**src/rtl/instruction_fetch_unit_pkg.sv**
```systemverilog
// Shared fetch-stage types and constants: entry layout and the sequential PC step.
package cpu_fetch_pkg;

  localparam int ADDR_W      = 64;
  localparam int INSTR_W     = 32;
  localparam int INSTR_BYTES = 4;

  typedef struct packed {
    logic [ADDR_W-1:0]  pc;
    logic [INSTR_W-1:0] instr;
  } fetch_entry_t;

  // Wraps modulo 2^64 through the natural truncation of the sum.
  function automatic logic [ADDR_W-1:0] next_pc(input logic [ADDR_W-1:0] pc);
    return pc + ADDR_W'(INSTR_BYTES);
  endfunction

endpackage

```
**src/rtl/instruction_fetch_unit_queue.sv**
```systemverilog
// Power-of-two FIFO of fetch entries with push/pop, synchronous flush and occupancy count.
module fetch_queue
  import cpu_fetch_pkg::*;
#(
  parameter int DEPTH = 2
) (
  input  logic                     clk,
  input  logic                     rst_n,
  input  logic                     push_i,
  input  fetch_entry_t             push_data_i,
  input  logic                     pop_i,
  input  logic                     flush_i,
  output fetch_entry_t             head_o,
  output logic                     full_o,
  output logic [$clog2(DEPTH):0]   count_o
);

  localparam int PTR_W = $clog2(DEPTH);
  localparam int CNT_W = PTR_W + 1;

  fetch_entry_t       mem_q [DEPTH];
  logic [PTR_W-1:0]   wr_ptr_q, wr_ptr_d;
  logic [PTR_W-1:0]   rd_ptr_q, rd_ptr_d;
  logic [CNT_W-1:0]   count_q, count_d;

  // Pointer/count next state; flush wins over any simultaneous push or pop.
  always_comb begin
    wr_ptr_d = wr_ptr_q;
    rd_ptr_d = rd_ptr_q;
    count_d  = count_q;
    if (flush_i) begin
      wr_ptr_d = '0;
      rd_ptr_d = '0;
      count_d  = '0;
    end else begin
      if (push_i) begin
        wr_ptr_d = wr_ptr_q + PTR_W'(1);
      end else begin
        wr_ptr_d = wr_ptr_q;
      end
      if (pop_i) begin
        rd_ptr_d = rd_ptr_q + PTR_W'(1);
      end else begin
        rd_ptr_d = rd_ptr_q;
      end
      case ({push_i, pop_i})
        2'b10:   count_d = count_q + CNT_W'(1);
        2'b01:   count_d = count_q - CNT_W'(1);
        default: count_d = count_q;
      endcase
    end
  end

  always_ff @(posedge clk or negedge rst_n) begin
    if (!rst_n) begin
      wr_ptr_q <= '0;
      rd_ptr_q <= '0;
      count_q  <= '0;
      for (int i = 0; i < DEPTH; i++) begin
        mem_q[i] <= '0;
      end
    end else begin
      wr_ptr_q <= wr_ptr_d;
      rd_ptr_q <= rd_ptr_d;
      count_q  <= count_d;
      if (push_i && !flush_i) begin
        mem_q[wr_ptr_q] <= push_data_i;
      end
    end
  end

  assign head_o  = mem_q[rd_ptr_q];
  assign full_o  = (count_q == CNT_W'(DEPTH));
  assign count_o = count_q;

endmodule

```
**src/rtl/instruction_fetch_unit.sv**
```systemverilog
// Fetch stage: owns the PC, captures {pc, instr} from the combinational imem into a FIFO,
// hands entries to decode via valid/ready, and flushes on execute redirects.
module instruction_fetch_unit
  import cpu_fetch_pkg::*;
#(
  parameter logic [63:0] RESET_PC = 64'h0,
  parameter int          DEPTH    = 2
) (
  input  logic                clk,
  input  logic                rst_n,
  input  logic                fetch_en,
  output logic [ADDR_W-1:0]   imem_adr,
  input  logic [INSTR_W-1:0]  imem_instr,
  input  logic                redirect_valid,
  input  logic [ADDR_W-1:0]   redirect_target,
  output logic                out_valid,
  input  logic                out_ready,
  output logic [INSTR_W-1:0]  out_instr,
  output logic [ADDR_W-1:0]   out_pc
);

  logic [ADDR_W-1:0]       pc_q, pc_d;
  logic                    deq_s;
  logic                    can_fetch_s;
  logic                    full_s;
  logic [$clog2(DEPTH):0]  count_s;
  fetch_entry_t            head_s;
  fetch_entry_t            push_entry_s;

  // A redirect cycle suppresses both transfer directions so no stale entry escapes.
  assign out_valid    = (count_s != '0) && !redirect_valid;
  assign deq_s        = out_valid && out_ready;
  assign can_fetch_s  = fetch_en && !redirect_valid && (!full_s || deq_s);
  assign push_entry_s = '{pc: pc_q, instr: imem_instr};

  // PC next state: redirect beats sequential advance, otherwise hold.
  always_comb begin
    pc_d = pc_q;
    if (redirect_valid) begin
      pc_d = {redirect_target[ADDR_W-1:2], 2'b00};
    end else if (can_fetch_s) begin
      pc_d = next_pc(pc_q);
    end else begin
      pc_d = pc_q;
    end
  end

  always_ff @(posedge clk or negedge rst_n) begin
    if (!rst_n) begin
      pc_q <= RESET_PC;
    end else begin
      pc_q <= pc_d;
    end
  end

  fetch_queue #(
    .DEPTH (DEPTH)
  ) u_queue (
    .clk         (clk),
    .rst_n       (rst_n),
    .push_i      (can_fetch_s),
    .push_data_i (push_entry_s),
    .pop_i       (deq_s),
    .flush_i     (redirect_valid),
    .head_o      (head_s),
    .full_o      (full_s),
    .count_o     (count_s)
  );

  assign imem_adr  = pc_q;
  assign out_instr = head_s.instr;
  assign out_pc    = head_s.pc;

endmodule
```
**config.mk**
```make
export PLATFORM = sky130hd
export DESIGN_NAME = instruction_fetch_unit
export DESIGN_NICKNAME = d
export VERILOG_FILES = /design/src/rtl/instruction_fetch_unit_pkg.sv /design/src/rtl/instruction_fetch_unit_queue.sv /design/src/rtl/instruction_fetch_unit.sv
export SDC_FILE = /design/constraint.sdc
export NUM_CORES = 1
export LEC_CHECK = 0
export ABC_AREA = 1
export CORE_MARGIN = 10
export CORE_UTILIZATION = 43
export CTS_BUF_LIST = sky130_fd_sc_hd__clkbuf_16
export DETAILED_ROUTE_END_ITERATION = 8
export GPL_ROUTABILITY_DRIVEN = 0
export PLACE_DENSITY_LB_ADDON = 0.05
export SYNTH_ARGS = -nofsm -noshare
export SYNTH_HDL_FRONTEND = slang
export SYNTH_SLANG_ARGS = --single-unit
```
**constraint.sdc**
```tcl
create_clock -name clk -period 1.7 [get_ports clk]
set_input_delay 0.425 -clock clk [delete_from_list [all_inputs] [get_ports clk]]
set_output_delay 0.425 -clock clk [all_outputs]
set_load 0.03 [all_outputs]
```
==> results.md <==
- CP arrival: 1890 ps
- Fin crit share: 1.36
- Initial core utilization: 0.433
- Met2 usage: 0.355
- Final setup fails: 95
- CTS tree: built
- Failing checks: setup timing
- Most common cell after layout, fill and taps aside: nand2_1
- Reg2reg start: imem_adr[3]$_DFFE_PN0P_
- Hold WC Path Type: in -> reg
- Outcome: complete, but fails checks
- Slew Viols, Final: 0
- Crit Path Category: reg -> out
- Top-area cell type share of the netlist area: 0.483
- Area of the die: 38,000 sq um
- Vias in the first global route: 12,100
- GRT Total Usage: 0.225
- P_leak: 9.51 nW
- DR WL/cell: 19.9 um
- Core Region: 30,400 sq um
- YS warnings: 0
- Clock skew: 18.1 ps
- Detailed Route WL: 48,900 um
- Worst reg-to-reg setup slack: 0 ps
- Mapped Cells: 1,591
- CTS Sinks: 254
- Final hold vios: 0
- Sequential area share after synthesis: 0.483
- TritonCTS Buffers: 29
- Antenna violations before repair: 2
- Yosys reg bits: 254
- Post-route minimum period: 2320 ps
- Mapped Avg Cell Area: 8.28 sq um
- Synth area leaders: dfrtp_1 (48%), nand2_1 (15%), mux2_2 (8.0%)
- Via Count: 12,600
- ANT nets after route: 0
- WP buf/inv: 3
- Iteration-0 DRC Markers: 915
- WHS Path Cells: 5
- Pre-antenna DRT Iters: 6
- CP startpoint: u_queue.rd_ptr_q$_DFFE_PN0P_
- Reg2reg end: imem_adr[51]$_DFFE_PN0P_
- Pre-CTS setup slack: -307 ps
- Worst Hold Slack: 388 ps
- Total power draw: 0.0291 W
- Fmax: 432 MHz
- Clk pin slew, worst setup/hold paths: 60 ps
- Pwr dens: 1450 nW/um^2
- Max VDD drop: 0.946 mV
- Final net count: 2,143
- M3 GR Usage: 0.0468
- Post-layout util: 0.658
- Final TNS setup: -53,780 ps
- Top cell type by total area after synthesis: dfrtp_1
- Worst-Skew Late Latency: 550 ps
- Largest stage delay on the critical path: 470 ps
- Port Buffers: 255
- Critical Path Slowest Stage Cell: dfrtp_4
- Worst-path maximum fanout: 10
- Root Buffer: clkbuf_16
- # rows: 64
- Max Buffers Root-to-Sink: 3
- Die Ht: 195 um
- Cell Chain, Critical Path: buf_12, clkbuf_16, mux2_2, buf_6
- Synth-to-layout area growth: 52.1%
- Worst R2R Path Depth: 10
- Drc violations: 0
- GRT busiest layer: met2
- Pin count of the biggest net entering global routing: 58
- Worst Slack Setup Final: -616 ps
- Post-Synthesis Cell Area: 13,200 sq um
- H-tree depth: 1
- # IOs: 262
- First-pass GRT wire length: 69,500 um
- DPL Wire Length: 32,700 um
- HP Start: redirect_valid
- Setup crit start kind: register
- Crit-path leading delay family: buffers and inverters
- Detail-routed via count per cell: 5.13
- RSZ-0062 raised after global routing: yes
- Commonest cells after routing, fill and taps aside: nand2_1 (480), dfrtp_1 (232), buf_4 (184), o21ai_1 (137), inv_1 (128)
- Max Cap Viol: 0
- Min-Delay Endpoint: u_queue.rd_ptr_q$_DFFE_PN0P_
- Total grt overflow: 0
- Layout cells sized above 1: 0.358
- Crit path capture type: output pin
- GR Layer Usage met1: 0.309
- Synth unique cells: 31
- Die X: 195 um
- Worst EP required: 1270 ps
[power by group]
group	internal, W	leakage, nW	switching [W]	total (W)
combinational	0.00623	5.93	0.00731	0.0135
clock	0.00340	0.446	0.00261	0.00601
sequential	0.00823	3.13	0.00130	0.00953
[metrics by stage]
step	cell area [sq um]	instances
global placement	17300	2331
detailed placement	17300	2331
finish	20000	2458
floorplan	13200	1594
global route	20000	2458
CTS	18600	2409
[worst reg2reg max path: cells and delay by family (launching register included)]
family | cells | cell delay (ps)
flip-flops | 1 | 400
AND/OR/NAND/NOR | 9 | 1070
buffers and inverters | 1 | 130
[how the worst max path moves through the flow]
stage / slack, ps / cells past startpoint / end
finish: -620 / 4 / out_pc[50]
global route: -660 / 4 / out_pc[5]
CTS: -630 / 4 / out_pc[28]
detailed placement: -310 / 8 / imem_adr[10]$_DFFE_PN0P_
global placement: -290 / 8 / imem_adr[10]$_DFFE_PN0P_
floorplan: -5 / 3 / out_instr[15]
[layout make-up]
class / count / area, sq um
timing repair buffer: 487 / 5360
sequential: 254 / 6390
clock buffer: 29 / 726
fill: 2578 / 10400
clock inverter: 22 / 169
antenna: 1 / 2.50
tap: 396 / 495
multi-input combinational: 1136 / 6390
inverter: 133 / 514
[layer usage]
metal	vias to the layer above	wire length [um]
li1	6019	-
met5	-	13
met1	6087	21700
met2	437	22800
met3	61	3340
met4	2	1060
[synthesized netlist by cell type]
library cell	instances
a21oi_1	1
a31oi_1	1
buf_1	3
buf_2	14
buf_4	5
buf_6	27
clkbuf_1	23
clkbuf_2	1
conb_1	1
dfrtp_1	254
ha_1	1
inv_1	129
inv_2	3
inv_4	1
mux2_2	94
nand2_1	533
nand2_2	1
nand2_4	3
nand3_1	70
nand3_2	2
nand4_1	12
nor2_1	141
nor2_2	1
nor2_4	3
o211ai_1	15
o21ai_0	44
o21ai_1	132
o21ai_2	49
o221ai_1	3
xnor2_1	1
xor2_1	23
[registers in the layout, indices dropped and copies added, names as in the netlist]
| register | flops |
|---|---|
| u_queue.rd_ptr_q | 1 |
| u_queue.mem_q | 188 |
| u_queue.wr_ptr_q | 1 |
| imem_adr | 62 |
| u_queue.count_o | 2 |
[cell families after synthesis]
kind of cell,share of synthesized area
AOI/OAI and AO/OA,0.111
xor gates and xnor gates,0.0160
adders and majority gates,0.000950
buffers and inverters,0.0771
DFF,0.483
muxes,0.0804
other,0.000285
and+or+nand+nor,0.232
[repair_timing]
item | CTS | global route
endpoints found under the setup margin | 166 | 217
cloned | 1 | 21
pin swaps | 6 | 37
hold buffers | 1 | 0
endpoints found under the hold margin | 39 | 0
setup buffers | 25 | 30
resized for setup | 289 | 245
Power figures use the tool's default switching activity.
